File: src/rtl/video_stream_gen.sv
// Test-pattern video stream generator with line/frame markers.
// Define VIDEO_STREAM_GEN_FRAME_SHIFT_EN to scroll the pattern by one each frame.
module video_stream_gen #(
  parameter int PX_WIDTH        = 12,
  parameter int PX_PER_CLK      = 4,
  parameter int MAX_LINE_SIZE   = 4112,
  parameter int MAX_FRAME_LINES = 4096,
  parameter int HBLANK          = 16,
  parameter int VBLANK          = 64
) (
  input  logic                                 clk_i,
  input  logic                                 rst_i,
  input  logic                                 start_i,
  input  logic                                 stop_i,
  input  logic [$clog2(MAX_LINE_SIZE+1)-1:0]   line_size_i,
  input  logic [$clog2(MAX_FRAME_LINES+1)-1:0] frame_lines_i,
  output logic [PX_PER_CLK*PX_WIDTH-1:0]       px_data_o,
  output logic [PX_PER_CLK-1:0]                px_data_val_o,
  output logic                                 line_start_o,
  output logic                                 line_end_o,
  output logic                                 frame_start_o,
  output logic                                 frame_end_o,
  output logic                                 busy_o
);
  localparam int LW   = $clog2(MAX_LINE_SIZE+1);
  localparam int FW   = $clog2(MAX_FRAME_LINES+1);
  localparam int BMAX = (HBLANK > VBLANK) ? HBLANK : VBLANK;
  localparam int BW   = $clog2(BMAX+1);
  localparam int DW   = PX_PER_CLK*PX_WIDTH;

  localparam logic [LW-1:0] L_ONE  = LW'(1);
  localparam logic [FW-1:0] F_ONE  = FW'(1);
  localparam logic [BW-1:0] B_ONE  = BW'(1);
  localparam logic [LW-1:0] L_MAX  = LW'(MAX_LINE_SIZE);
  localparam logic [FW-1:0] F_MAX  = FW'(MAX_FRAME_LINES);
  localparam logic [BW-1:0] H_LAST = BW'(HBLANK-1);
  localparam logic [BW-1:0] V_LAST = BW'(VBLANK-1);

  typedef enum logic [1:0] {
    ST_IDLE, ST_ACTIVE, ST_HBLANK, ST_VBLANK
  } state_e;

  state_e           state_q, state_d;
  logic [LW-1:0]    word_q, word_d;
  logic [LW-1:0]    lsz_q, lsz_d;
  logic [LW-1:0]    nw_q, nw_d;
  logic [FW-1:0]    line_q, line_d;
  logic [FW-1:0]    fl_q, fl_d;
  logic [BW-1:0]    blank_q, blank_d;
  logic             stop_q, stop_d;
  logic [DW-1:0]    data_q, data_d;
  logic [PX_PER_CLK-1:0] val_q, val_d;
  logic             ls_q, ls_d, le_q, le_d;
  logic             fs_q, fs_d, fe_q, fe_d;

  logic             geo_ok, load, act, last_w, last_l;
  logic [LW:0]      nw_sum;
  logic [LW-1:0]    rem;
  logic [31:0]      shift;
  logic [PX_WIDTH-1:0] pix;

`ifdef VIDEO_STREAM_GEN_FRAME_SHIFT_EN
  logic [7:0] fcnt_q, fcnt_d;
  assign fcnt_d = fcnt_q + 8'(fe_d);
  assign shift  = 32'(fcnt_q);

  always_ff @(posedge clk_i) begin
    if (rst_i) fcnt_q <= '0;
    else       fcnt_q <= fcnt_d;
  end
`else
  assign shift = '0;
`endif

  always_comb begin
    state_d = state_q;
    word_d  = word_q;
    line_d  = line_q;
    blank_d = blank_q;
    lsz_d   = lsz_q;
    fl_d    = fl_q;
    nw_d    = nw_q;
    load    = 1'b0;
    stop_d  = stop_q | ((state_q != ST_IDLE) & stop_i);
    geo_ok  = (line_size_i != '0) && (line_size_i <= L_MAX) &&
              (frame_lines_i != '0) && (frame_lines_i <= F_MAX);
    nw_sum  = {1'b0, line_size_i} + (LW+1)'(PX_PER_CLK-1);

    unique case (state_q)
      ST_IDLE: begin
        if (start_i && geo_ok) begin
          state_d = ST_ACTIVE;
          load    = 1'b1;
          stop_d  = stop_i;
        end
      end
      ST_ACTIVE: begin
        if (word_q == nw_q - L_ONE) begin
          blank_d = '0;
          state_d = (line_q == fl_q - F_ONE) ? ST_VBLANK : ST_HBLANK;
        end else begin
          word_d = word_q + L_ONE;
        end
      end
      ST_HBLANK: begin
        if (blank_q == H_LAST) begin
          state_d = ST_ACTIVE;
          word_d  = '0;
          line_d  = line_q + F_ONE;
        end else begin
          blank_d = blank_q + B_ONE;
        end
      end
      ST_VBLANK: begin
        if (blank_q == V_LAST) begin
          if (stop_d || !geo_ok) begin
            state_d = ST_IDLE;
          end else begin
            state_d = ST_ACTIVE;
            load    = 1'b1;
          end
        end else begin
          blank_d = blank_q + B_ONE;
        end
      end
    endcase

    if (load) begin
      lsz_d  = line_size_i;
      fl_d   = frame_lines_i;
      nw_d   = LW'(nw_sum / (LW+1)'(PX_PER_CLK));
      word_d = '0;
      line_d = '0;
    end
    if (state_d == ST_IDLE) stop_d = 1'b0;
  end

  // Outputs are computed from the next state so they register in step with it
  always_comb begin
    act    = (state_d == ST_ACTIVE);
    last_w = (word_d == nw_d - L_ONE);
    last_l = (line_d == fl_d - F_ONE);
    rem    = (lsz_d - L_ONE) % LW'(PX_PER_CLK);
    data_d = '0;
    val_d  = '0;
    pix    = '0;
    for (int k = 0; k < PX_PER_CLK; k++) begin
      pix = PX_WIDTH'(32'(word_d) * 32'(PX_PER_CLK) + 32'(k) +
                      32'(line_d) + shift);
      if (act && (!last_w || k <= int'(rem))) begin
        data_d[k*PX_WIDTH +: PX_WIDTH] = pix;
        val_d[k] = 1'b1;
      end
    end
    ls_d = act & (word_d == '0);
    le_d = act & last_w;
    fs_d = ls_d & (line_d == '0);
    fe_d = le_d & last_l;
  end

  always_ff @(posedge clk_i) begin
    if (rst_i) begin
      state_q <= ST_IDLE;
      word_q  <= '0;
      line_q  <= '0;
      blank_q <= '0;
      lsz_q   <= '0;
      fl_q    <= '0;
      nw_q    <= '0;
      stop_q  <= 1'b0;
      data_q  <= '0;
      val_q   <= '0;
      ls_q    <= 1'b0;
      le_q    <= 1'b0;
      fs_q    <= 1'b0;
      fe_q    <= 1'b0;
    end else begin
      state_q <= state_d;
      word_q  <= word_d;
      line_q  <= line_d;
      blank_q <= blank_d;
      lsz_q   <= lsz_d;
      fl_q    <= fl_d;
      nw_q    <= nw_d;
      stop_q  <= stop_d;
      data_q  <= data_d;
      val_q   <= val_d;
      ls_q    <= ls_d;
      le_q    <= le_d;
      fs_q    <= fs_d;
      fe_q    <= fe_d;
    end
  end

  assign px_data_o     = data_q;
  assign px_data_val_o = val_q;
  assign line_start_o  = ls_q;
  assign line_end_o    = le_q;
  assign frame_start_o = fs_q;
  assign frame_end_o   = fe_q;
  assign busy_o        = (state_q != ST_IDLE);

endmodule

File: config.mk
export PLATFORM = sky130hd
export DESIGN_NAME = video_stream_gen
export DESIGN_NICKNAME = d
export VERILOG_FILES = /design/src/rtl/video_stream_gen.sv
export SDC_FILE = /design/constraint.sdc
export NUM_CORES = 1
export LEC_CHECK = 0
export ABC_AREA = 1
export BUFFER_PORTS_ARGS = -buffer_cell sky130_fd_sc_hd__buf_2
export CAP_MARGIN = 20
export CORE_MARGIN = 2
export CORE_UTILIZATION = 41
export CTS_CLUSTER_DIAMETER = 120
export DETAILED_ROUTE_END_ITERATION = 16
export GPL_TIMING_DRIVEN = 1
export HOLD_SLACK_MARGIN = 0.12
export PLACE_DENSITY = 0.6
export SYNTH_ARGS = -nofsm -noshare
export SYNTH_HDL_FRONTEND = slang
export SYNTH_SLANG_ARGS = --single-unit
export TNS_END_PERCENT = 10
File: constraint.sdc
create_clock -name clk_i -period 3.5 [get_ports clk_i]
set_input_delay 0.525 -clock clk_i [delete_from_list [all_inputs] [get_ports clk_i]]
set_output_delay 0.525 -clock clk_i [all_outputs]
set_load 0.02 [all_outputs]
# Yosys cells after proc, flatten, opt, wreduce, memory -nomap -nowiden
# Index checks and enable logic that the tools add are counted.
[word_totals]
register_bits = 131
input_bits = 30
out_inout_bits = 57
wordCells = 119
[op_classes]
add_sub_neg = 16
n_lt_le_gt_ge = 5
n_eq_ne = 13
mux = 31
bitwise_logic = 10
n_reduce_logical = 27
[op_table]
columns = ["op", "count"]
rows = [
  ["two-way mux 13 bit", 9],
  ["equality test 13 bit", 4],
  ["subtractor 13 x 1 -> 13 bit, second input constant", 4],
  ["adder 12 bit", 4],
  ["adder 13 x 1 -> 13 bit, second input constant", 2],
  ["<= comparator 13 bit, second input constant", 2],
  ["logical NOT 13 bit", 2],
  ["one-hot mux 13 bit (2 select lines)", 1],
  ["nonzero test 13 bit", 2],
  ["adder 12 x 2 -> 12 bit, second input constant", 2],
  ["two-way mux 7 bit", 3],
  ["one-hot mux 7 bit (3 select lines)", 1],
  ["adder 13 x 2 -> 14 bit, second input constant", 1],
  ["adder 12 x 1 -> 12 bit, second input constant", 1],
  ["two-way mux 1 bit", 11],
  ["OR reduction 2 bit", 5],
  ["two-way mux 2 bit", 4],
  ["one-hot mux 2 bit (4 select lines)", 1],
  ["adder 7 x 1 -> 7 bit, second input constant", 1],
  ["equality test 7 x 4 -> 1 bit, second input constant", 1],
  ["equality test 7 x 6 -> 1 bit, second input constant", 1],
  ["logical AND 1 bit", 7],
  ["!= test 2 bit, second input constant", 3],
  ["AND 1 bit", 5],
  ["other kinds (14)", 25],
]

# Logic depth before layout (Yosys ltp)
[logic_depth]
depth_word = 17
mapped_depth = 29
ltp_nobuf = 29

# Worst setup path after synthesis
# Ideal clock, no wire load.
[synth_path]
path_type = "input to register"
startpoint = "input frame_lines_i[6]"
endpoint = "register data_q[47] (netlist: px_data_o[47])"
setup_ns = 0.112
arrival_time_ns = 3.482
t_required_ns = 3.388
setup_slack_ns = -0.093
cell_stages = 25
path_buffers = 4
cell_sequence = "nor2_1 > nand2_1 > nor2_1 > nand2_1 > nand2_1 > nand2_1 > nor2_2 > nand2_1 > nand2_4 > nand2_4 > buf_6 > buf_6 > buf_6 > nand2_1 > inv_1 > ha_1 > clkbuf_1 > nand2_1 > o21ai_0 > nand2_1 > nand3_1 > a21oi_1 > xor2_1 > inv_1 > nor2_2"
[synth_between]
word_cells_on_any_way = 31
cone_classes = "add/sub (4); order compare (2); eq/ne (2); mux (12); bitwise (1); reduce/logical (10)"
[synth_lines]
columns = ["item", "line", "rtl"]
rows = [
  ["start, declared", "16", "input logic [$clog2(MAX_FRAME_LINES+1)-1:0] frame_lines_i,"],
  ["parallel branches: the longest is 2 deep, another holds <= comparator 13 bit", "--", ""],
  ["logical AND 1 bit *", "86", "(frame_lines_i != '0) && (frame_lines_i <= F_MAX);"],
  ["logical NOT 1 bit", "116", "if (stop_d || !geo_ok) begin"],
  ["logical OR 1 bit", "116", ""],
  ["two-way mux 1 bit", "116", ""],
  ["two-way mux 1 bit", "115", "if (blank_q == V_LAST) begin"],
  ["one-hot mux 1 bit (2 select lines) *", "89", "unique case (state_q)"],
  ["two-way mux 13 bit *", "128", "if (load) begin"],
  ["via line_d[5]", "47", "logic [FW-1:0] line_q, line_d;"],
  ["adder 12 bit *", "148", "pix = PX_WIDTH'(32'(word_d) * 32'(PX_PER_CLK) + 32'(k) +"],
  ["end signal, assigned", "186", "data_q <= data_d;"],
  ["end, declared", "51", "logic [DW-1:0] data_q, data_d;"],
]
# Mark *: on every way through the listed nets, which the timed path passes.
# A chain may end at the register's enable or synchronous reset.

# Worst setup path in the final report
[layout_path]
startpoint = "register nw_q[0]"
endpoint = "register data_q[47] (netlist: px_data_o[47])"
[layout_between]
elab_chain_len = 11
word_cells_on_any_way = 18
cone_classes = "add/sub (4); eq/ne (3); mux (6); bitwise (1); reduce/logical (4)"
[layout_rtl]
columns = ["item", "line", "rtl"]
rows = [
  ["start, declared", "46", "logic [LW-1:0] nw_q, nw_d;"],
  ["start signal, assigned", "184", "nw_q <= nw_d;"],
  ["subtractor 13 x 1 -> 13 bit *", "98", "if (word_q == nw_q - L_ONE) begin"],
  ["equality test 13 bit *", "98", ""],
  ["two-way mux 13 bit *", "98", ""],
  ["one-hot mux 13 bit (2 select lines) *", "89", ""],
  ["two-way mux 13 bit *", "128", ""],
  ["via word_d[6]", "44", "logic [LW-1:0] word_q, word_d;"],
  ["parallel branches: the longest is 6 deep, another holds adder 12 x 2 -> 12 bit", "--", ""],
]
# Marks and branches as above.

==> run_results.csv <==
group,metric,value,unit
status,status,"finished, final reports clean",
worst_setup_path,reg2reg_setup_slack,0.11,ns
grt,grt_max_degree,34,
cells_and_area,fin_area,0.0118,mm2
grt,grtUsageTotal,24.3,%
cells_and_area,final_cell_mix,"nand2_1, buf_4, nor2_1",
worst_hold_path,hold_path.class,"in -> reg",
clocking,ctsHoldBuffers,0,
worst_setup_path,worstPathMaxFanout,6,
floorplan,chipHeight,148,um
worst_setup_path,required,3.86,ns
sta,period_needed,3.39,ns
place,portBuffers,86,
clocking,numCtsBuffers,17,
floorplan,die_area,0.0218,mm2
cells_and_area,final_common_cell,"nand2_1",
cells_and_area,nets,1666,
synthesis,synth_area,0.00846,mm2
clocking,clkLatencyLatePin,0.42,ns
grt,grt_pass1_vias,8644,
power,total_power,5.31,mW
sta,final-setup-viol-count,0,
grt,overflow,0,
cells_and_area,utilization,58.5,%
cells_and_area,layout-drive-gt1-share,30.9,%
floorplan,start_util,41.8,%
worst_setup_path,crit_arrival,3.75,ns
clocking,cts_root_buf,"clkbuf_16",
routing,first_iter_violations,569,
routing,antenna_left,0,
sta,max-slew-margin-rel,61.9,%
place,dpl.cell_count,1846,
power,p_per_area,449,mW/mm2
routing,drt_wl_total,27400,um
routing,drc,0,
worst_setup_path,critPathCaptureType,"register",
sta,rsz0062_at_grt,"yes",
floorplan,core_area,0.0202,mm2
sta,whs,0.474,ns
sta,maxSlewViolCount,0,
synthesis,synth_fp_nets,1382,
sta,tightest_slew,0.571,ns
routing,first_pass_iters,5,
sta,fmax,295,MHz
clocking,cts_sinks,120,
power,ir_drop,0.367,mV
synthesis,syn_inst,1322,
clocking,cts_buffer_depth,2,
routing,wl_per_cell,14.5,um
sta,hold_violations,0,
synthesis,ys_types,48,
grt,antenna_found_initial,0,
worst_setup_path,crit_buf_inv,6,
place,gp_congestion,0.928,
clocking,htree_levels,4,
place,place_area,0.0106,mm2
floorplan,rows,52,
cells_and_area,nFillCells,1923,
job,drv_cap,0,
worst_setup_path,start_kind,"register",
sta,fin_skew,0.0101,ns
cells_and_area,stdcell_count,1889,
power,p_leak,6.08,nW
worst_setup_path,slowest_stage,"dfxtp_2",
routing,vias_per_cell,4.86,
worst_setup_path,critical_path_class,"reg -> reg",
place,dp_hpwl,21300,um
worst_setup_path,path_delay_family,"simple AND/OR/NAND/NOR gates",
synthesis,ys_ff_latch,120,
synthesis,yosys_warnings,0,
floorplan,io_pins,87,
clocking,cts_tree,"yes",
floorplan,die_w,148,um
worst_setup_path,critical-path-max-stage-delay,0.32,ns
cells_and_area,syn2layout_area_growth,39.9,%
cells_and_area,n_antenna_cell,0,
grt,grt_pass1_wl,41900,um
synthesis,avgSynthCellArea,6.40,um2
synthesis,yosysSeqAreaShare,28.4,%
sta,fin_crit_sh,97.0,%
clocking,clk_pin_slew,0.06,ns
routing,via_count,9176,
[synth_stat cells (all sizes together)]
master / number / area share (%)
nand4: 19 / 1.4
nor3b: 2 / 0.18
nand3: 129 / 8.0
o211ai: 3 / 0.27
o21ai: 57 / 3.8
a22oi: 1 / 0.089
fa: 2 / 0.47
nor2: 220 / 11
xor2: 79 / 8.2
nor3: 25 / 1.5
a21o: 1 / 0.089
a31oi: 1 / 0.074
xnor2: 18 / 1.9
o21bai: 4 / 0.35
a21oi: 30 / 1.9
ha: 28 / 4.1
and2: 1 / 0.074
nor4: 6 / 0.44
or2: 8 / 0.59
a21boi: 1 / 0.089
inv: 204 / 9.1
o2111a: 1 / 0.13
o21a: 2 / 0.18
clkbuf: 14 / 0.62
dfxtp: 120 / 28
nand2: 325 / 15
o31ai: 1 / 0.089
buf: 11 / 1.3
and3: 1 / 0.074
xnor3: 1 / 0.27
nand3b: 4 / 0.35
mux2i: 1 / 0.12
a211oi: 2 / 0.18
[worst register-to-register path: stages, from the launching register on]
cell,delay [ns]
dfxtp_2,0.32
inv_2,0.07
ha_4,0.15
nand3_4,0.12
nor2_4,0.15
nand2_1,0.06
nand3_1,0.07
nand2_1,0.07
buf_4,0.14
nor2_4,0.07
nand3_2,0.08
nor2_4,0.17
inv_4,0.07
nand2_2,0.06
nand3_2,0.07
nand2_2,0.12
nand3_2,0.12
inv_2,0.11
ha_4,0.22
a21oi_2,0.13
inv_2,0.07
a31oi_4,0.23
nand3_4,0.15
a21oi_4,0.16
xor2_1,0.18
inv_1,0.08
nor2_2,0.09
[registers in the layout (all words and copies together) (netlist names)]
| signal | cells |
|---|---|
| px_data_o | 48 |
| fl_q | 13 |
| line_q | 13 |
| nw_q | 13 |
| word_q | 13 |
| blank_q | 7 |
| px_data_val_o | 4 |
| lsz_q | 2 |
| state_q | 2 |
| frame_end_o | 1 |
| frame_start_o | 1 |
| line_end_o | 1 |
| line_start_o | 1 |
| stop_q | 1 |
[power by group]
group	leakage (nW)	internal (mW)	switching [mW]
sequential	0.976	1.45	0.0535
combinational	4.82	0.835	1.21
clock	0.283	1.07	0.692
[routing by layer]
layer | up-vias | part of all wire [%] | GRT usage, % | wire [um]
li1 | 4699 | - | - | -
met1 | 4208 | 45 | 31.6 | 12400
met2 | 228 | 48 | 41.4 | 13000
met3 | 41 | 4.3 | 3.33 | 1180
met4 | 0 | 2.6 | 8.80 | 724
met5 | - | 0 | 0 | 0
[worst paths after layout]
| kind | endpoint | from | cells past startpoint |
|---|---|---|---|
| setup / recovery | px_data_o[47] | nw_q[0] | 26 |
| hold / removal | fl_q[12] | frame_lines_i[12] | 3 |
| setup reg to reg | px_data_o[47] | nw_q[0] | 26 |
| hold reg to reg | blank_q[2] | blank_q[2] | 2 |
[cell families after synthesis]
group	after synthesis	synth area share [%]
flip-flops	120	28.4
buffers and inverters	229	11.0
multiplexers	1	0.118
AO/OA/AOI/OAI	104	7.21
XOR/XNOR	98	10.3
adder cells (fa/ha/maj)	30	4.61
AND/OR/NAND/NOR	740	38.4
[final cells by class]
cell class | instances | area, um2 | share of cell area [%]
multi-input combinational | 974 | 5710 | 48.2
tap | 270 | 338 | 2.85
timing repair buffer | 289 | 2030 | 17.2
sequential | 120 | 2410 | 20.3
clock buffer | 18 | 439 | 3.71
inverter | 204 | 768 | 6.49
clock inverter | 14 | 146 | 1.24
[through the flow]
step	TNS [ns]	setup WS (ns)
global placement	-9.61	-0.288
global route	-2.95	-0.141
floorplan	-0.0516	-0.0348
CTS	-0.0130	-0.00718
finish	0	0.106
detailed placement	-11.56	-0.335
[what timing repair did]
item | in CTS | in global routing
cloned | 0 | 2
resized for setup | 21 | 127
buffers inserted | 0 | 9
pin swaps | 1 | 51
endpoints found under the setup margin | 37 | 50
Power figures use the tool's default switching activity.
